==> src/rtl/serial_adder_pkg.sv <==
// Shared definitions for the serial adder: FSM state encoding and the
// step-count / counter-width derivations used by the top level.
package serial_adder_pkg;

  typedef enum logic [1:0] {
    IDLE = 2'd0,
    RUN  = 2'd1,
    DONE = 2'd2
  } state_t;

  function automatic int steps_f(input int width, input int digit);
    return width / digit;
  endfunction

  // Wide enough to hold STEPS itself, since the counter parks there in DONE.
  function automatic int cnt_w_f(input int steps);
    return $clog2(steps + 1);
  endfunction

endpackage

==> src/rtl/serial_adder_digit_adder.sv <==
// Combinational DIGIT-bit ripple chain of full-adder cells; also exposes the
// carry into the top bit so the caller can derive signed overflow.
module digit_adder #(
  parameter int DIGIT = 1
) (
  input  logic [DIGIT-1:0] a_d,
  input  logic [DIGIT-1:0] b_d,
  input  logic             c_in,
  output logic [DIGIT-1:0] s_d,
  output logic             c_out,
  output logic             c_msb_in
);

  logic [DIGIT:0] c;

  always_comb begin
    c    = '0;
    s_d  = '0;
    c[0] = c_in;
    for (int i = 0; i < DIGIT; i++) begin
      s_d[i]   = a_d[i] ^ b_d[i] ^ c[i];
      c[i+1]   = (a_d[i] & b_d[i]) | (c[i] & (a_d[i] ^ b_d[i]));
    end
  end

  assign c_out    = c[DIGIT];
  assign c_msb_in = c[DIGIT-1];

endmodule

==> src/rtl/serial_adder.sv <==
// Multi-cycle adder/subtractor: DIGIT bits per clock over WIDTH/DIGIT cycles,
// valid/ready on both sides. Define SERIAL_ADDER_OVF_EN to add the ovf output.
module serial_adder
  import serial_adder_pkg::*;
#(
  parameter int WIDTH = 8,
  parameter int DIGIT = 1
) (
  input  logic             clk,
  input  logic             rst_n,
  input  logic             in_valid,
  output logic             in_ready,
  input  logic [WIDTH-1:0] a,
  input  logic [WIDTH-1:0] b,
  input  logic             cin,
  input  logic             sub,
  output logic             out_valid,
  input  logic             out_ready,
  output logic [WIDTH-1:0] sum,
  output logic             cout,
`ifdef SERIAL_ADDER_OVF_EN
  output logic             ovf,
`endif
  output logic             busy
);

  localparam int STEPS = steps_f(WIDTH, DIGIT);
  localparam int CNT_W = cnt_w_f(STEPS);
  localparam logic [CNT_W-1:0] LAST_CNT  = CNT_W'(STEPS - 1);
  localparam logic [CNT_W-1:0] FINAL_CNT = CNT_W'(STEPS);

  generate
    if (WIDTH < 1 || DIGIT < 1 || (WIDTH % DIGIT) != 0) begin : g_bad_cfg
      $error("serial_adder: WIDTH must be a positive multiple of DIGIT");
    end
  endgenerate

  state_t           state_q, state_d;
  logic [CNT_W-1:0] cnt_q, cnt_d;
  logic [WIDTH-1:0] a_q, a_d;
  logic [WIDTH-1:0] b_q, b_d;
  logic [WIDTH-1:0] res_q, res_d;
  logic             carry_q, carry_d;
  logic             cout_q, cout_d;
  logic             ovf_q, ovf_d;

  logic [DIGIT-1:0] dig_sum;
  logic             dig_cout;
  logic             dig_msb_cin;

  digit_adder #(.DIGIT(DIGIT)) u_digit (
    .a_d      (a_q[DIGIT-1:0]),
    .b_d      (b_q[DIGIT-1:0]),
    .c_in     (carry_q),
    .s_d      (dig_sum),
    .c_out    (dig_cout),
    .c_msb_in (dig_msb_cin)
  );

  always_comb begin
    state_d = state_q;
    cnt_d   = cnt_q;
    a_d     = a_q;
    b_d     = b_q;
    res_d   = res_q;
    carry_d = carry_q;
    cout_d  = cout_q;
    ovf_d   = ovf_q;
    case (state_q)
      IDLE: begin
        if (in_valid) begin
          // Subtraction is a + ~b + 1, so the carry-in is forced high.
          a_d     = a;
          b_d     = sub ? ~b : b;
          carry_d = sub ? 1'b1 : cin;
          cnt_d   = '0;
          res_d   = '0;
          cout_d  = 1'b0;
          ovf_d   = 1'b0;
          state_d = RUN;
        end
      end
      RUN: begin
        a_d     = a_q >> DIGIT;
        b_d     = b_q >> DIGIT;
        res_d   = res_q >> DIGIT;
        res_d[WIDTH-1 -: DIGIT] = dig_sum;
        carry_d = dig_cout;
        if (cnt_q == LAST_CNT) begin
          // Last digit holds the MSB, so its carries give cout and overflow.
          cnt_d   = FINAL_CNT;
          cout_d  = dig_cout;
          ovf_d   = dig_cout ^ dig_msb_cin;
          state_d = DONE;
        end else begin
          cnt_d = cnt_q + 1'b1;
        end
      end
      DONE: begin
        if (out_ready) state_d = IDLE;
      end
      default: state_d = IDLE;
    endcase
  end

  always_ff @(posedge clk or negedge rst_n) begin
    if (!rst_n) begin
      state_q <= IDLE;
      cnt_q   <= '0;
      a_q     <= '0;
      b_q     <= '0;
      res_q   <= '0;
      carry_q <= 1'b0;
      cout_q  <= 1'b0;
      ovf_q   <= 1'b0;
    end else begin
      state_q <= state_d;
      cnt_q   <= cnt_d;
      a_q     <= a_d;
      b_q     <= b_d;
      res_q   <= res_d;
      carry_q <= carry_d;
      cout_q  <= cout_d;
      ovf_q   <= ovf_d;
    end
  end

  assign in_ready  = (state_q == IDLE);
  assign busy      = (state_q != IDLE);
  assign out_valid = (state_q == DONE);
  assign sum       = out_valid ? res_q : '0;
  assign cout      = out_valid & cout_q;

`ifdef SERIAL_ADDER_OVF_EN
  assign ovf = out_valid & ovf_q;
`else
  logic ovf_unused;
  assign ovf_unused = ovf_q;
`endif

endmodule

==> config.mk <==
export PLATFORM = sky130hd
export DESIGN_NAME = serial_adder
export DESIGN_NICKNAME = d
export VERILOG_FILES = /design/src/rtl/serial_adder_pkg.sv /design/src/rtl/serial_adder_digit_adder.sv /design/src/rtl/serial_adder.sv
export SDC_FILE = /design/constraint.sdc
export NUM_CORES = 1
export LEC_CHECK = 0
export ABC_CLOCK_PERIOD_IN_PS = 2000
export CAP_MARGIN = 20
export CELL_PAD_IN_SITES_DETAIL_PLACEMENT = 0
export CELL_PAD_IN_SITES_GLOBAL_PLACEMENT = 1
export CORE_MARGIN = 2
export CORE_UTILIZATION = 42
export DETAILED_ROUTE_END_ITERATION = 7
export PLACE_DENSITY_LB_ADDON = 0.1
export SYNTH_ARGS = -nofsm -noshare
export SYNTH_HDL_FRONTEND = slang
export SYNTH_SLANG_ARGS = --single-unit
==> constraint.sdc <==
create_clock -name clk -period 2 [get_ports clk]
set_input_delay 0.4 -clock clk [delete_from_list [all_inputs] [get_ports clk]]
set_output_delay 0.4 -clock clk [all_outputs]
set_load 0.02 [all_outputs]
==> impl_results.md <==
* Status: completed
* MaxCap Viol Count at 0
* Highest clock rate at roughly 0.54 GHz
* Worst-path clk slew at 0.06 ns
* Placed inst area at 1986 sq um
* Vias per cell at about 5
* Mux cell area share after synthesis at under 10%
* RSZ-0062 raised after global routing: no
* Synth-to-Final Area Change at 30.64%
* Synth Register Bits at 32
* IO Pins at 34
* Clock Sinks at 32
* Number of DRC markers in iteration 0 at 61
* Post-synthesis cell count at around 160
* Die Y at 65.97 um
* TritonCTS clock tree: done
* Distinct cells, synth at 33
* CTS root buffer: clkbuf_8
* Worst Clk Skew at ~0.0038 ns
* Rel. slew slack at between 60 and 70%
* Fillers at roughly 350
* Core Area at about 3700 sq um
* Initial antenna violation count at 0
* VDD IR-drop max at a little over 0.7 mV
* TNS Setup at 0 ns
* Worst EP arrival at ~1.4 ns
* Vias in the first global route at about 1100
* Register area share after synthesis at between 40 and 50%
* Yosys top cell area share at 49.65%
* Mapped Nets at 180
* Via count at 1204
* Top post-synthesis cells by count: dfrtp_1, nand2_1, o21ai_0
* Setup crit end kind: output port
* Post-Synth Simple-Gate Area at between 10 and 15%
* Largest family of logic cells by synthesized area: compound AO/OA/AOI/OAI gates
* EDFF count, synth at 0
* DP HPWL at around 2.1 mm
* Area leader, netlist: dfrtp_1
* DIE AREA at between 4000 and 5000 sq um
* Ys async rst share at 100.0%
* DRT Pass-1 Iters at 4
* Global route overflow at 0
* Num CTS Buffers at 5
* Top-count cell post-synth: dfrtp_1
* Die width at about 66 um
* Synth Area in Adders at 2.017%
* Fin nets at about 220
* Min-Delay Path Class: reg2reg
* Period utilization at about 92%
* Post-route cell area at 2107 sq um
* Hold_buf cts at 0
* Worst slew pin tran at approximately 0.57 ns
* Post-Syn Area at between 1500 and 2000 sq um
* Final WS setup at about 0.16 ns
* Clock latency on the worst-skew pair at approximately 0.28 ns
* Compound-Gate Fraction of Synth Area at a little under a fifth
* Routed Antenna Nets at 0
* Final hold viol count at 0
* Leakage at 0.9915 nW
* # setup viols final at 0
* Syn_area_per_cell at roughly 10 sq um
* GPL Wtd Cong at 0.7586
* WP data required at 1.60 ns
* Worst setup path class: reg2out
* Max Fanout on Critical Path at 11
* Area occupied by multi-input gates at 690.7 sq um
* CP Launch Type: flip-flop
* Starting Density at between 40% and 50%
* Place WS at around 0.21 ns
* First-pass GRT wire length at 4.774 mm
* Register area at approximately 800 sq um
* CTS max path bufs at 2
* Routed wire length at slightly below 3 mm
* PortBufs at 33
* Post-synthesis xor/xnor area fraction at about 4.3%
* GR Util All Layers at 14.86%
* Synth top area cells: dfrtp_1, nand2_1, a22o_1
* Synth warnings at 0
* Final worst path period need at between 1.5 and 2 ns
* WL per Instance at about 12 um
* Share of layout cells above drive strength 1 at between 10% and 20%
* Rows at 22
* Post-CTS setup buffer count at 0
* # diodes at 0
* Pwr dens at 1311 nW/um^2
* Synth Flop Type: dfrtp_1
* Slew Limit Fails at 0
* R2r setup slk at between 0.5 and 0.6 ns
* H-tree depth at 2
* DR DRC count at 0
* Largest net degree at the start of global routing at 33
-- stage by stage --
| step | instances | util (%) | power [W] | hold slack [ns] |
|---|---|---|---|---|
| global placement | 234 | 53.83 | 0.002077 | 0.4604 |
| finish | 242 | 57.12 | 0.002763 | 0.4815 |
| global route | 242 | 57.12 | 0.002983 | 0.5004 |
| detailed placement | 234 | 53.83 | 0.002125 | 0.4711 |
| floorplan | 156 | - | 0.001875 | 0.1044 |
| CTS | 242 | 56.99 | 0.002806 | 0.4861 |
-- cells in the final DEF, fill, tap and decap left out, types with 2 or more instances in the layout --
master | Yosys | routed
clkbuf_8 | 0 | 7
o31ai_2 | 2 | 2
mux2i_1 | 7 | 7
o21ai_0 | 13 | 13
a21oi_1 | 3 | 3
a32oi_1 | 2 | 2
nor2_1 | 3 | 2
xor2_1 | 7 | 7
a22o_1 | 9 | 9
nand3_1 | 2 | 2
dlygate4sd2_1 | 0 | 10
o22ai_1 | 7 | 7
dfrtp_1 | 32 | 32
clkdlybuf4s50_1 | 0 | 21
and2_1 | 9 | 9
buf_4 | 4 | 7
dlymetal6s2s_1 | 0 | 2
o21ai_1 | 2 | 2
nand2_1 | 23 | 23
inv_1 | 9 | 9
-- flip-flops by register name, indices dropped and copies added, names as in the netlist --
register,count
b_q,8
cnt_q,4
carry_q,1
cout_q,1
a_q,8
state_q,2
res_q,8
-- metal layers --
metal  wire length, um  up-vias  track usage [%]
li1                  -      607                -
met1              1349      553            16.92
met2              1379       39            25.00
met3               178        5            5.622
met4                54        0            6.122
met5                 0        -                0
-- kinds of logic after synthesis --
group,count (synthesis)
AOI/OAI and AO/OA,42
buffers and inverters,20
and+or+nand+nor,45
DFF,32
adders and majority gates,2
xor gates and xnor gates,8
muxes,7
-- worst paths after layout --
path / startpoint / cells past startpoint / end
worst max-delay path: state_q[1] / 4 / sum[6]
max in group asynchronous: rst_n / 2 / b_q[4]
min in group asynchronous: rst_n / 2 / res_q[2]
worst min-delay path: a_q[2] / 2 / a_q[2]
worst min register to register: a_q[2] / 2 / a_q[2]
worst max register to register: state_q[1] / 4 / a_q[5]
-- final cells by class --
cell class | instances | share of cell area (%)
flip-flops and latches | 32 | 38.00
inverters | 9 | 1.603
well taps | 48 | 2.850
repair buffers | 41 | 18.76
clock buffers | 7 | 4.572
multi-input cells | 104 | 32.78
clock inverters | 1 | 1.425
-- power breakdown --
group	leakage [nW]	switching, W	internal [W]
logic	0.522	0.000499	0.000485
registers	0.406	0.000176	0.000934
clock network	0.0645	0.000230	0.000439
total	0.991	0.000905	0.00186
-- timing repair --
item	in CTS	in global routing
pin swaps	0	0
resized for setup	11	2
endpoints found under the hold margin	0	0
endpoints found under the setup margin	11	2
-- worst max-delay path, cell delays in order, from the launching register on --
cell and delay, ns:
dfrtp_1 0.40, nor2b_1 0.14, buf_4 0.15, and2_1 0.16, dlygate4sd2_1 0.31
(Power assumes the default switching activity.)
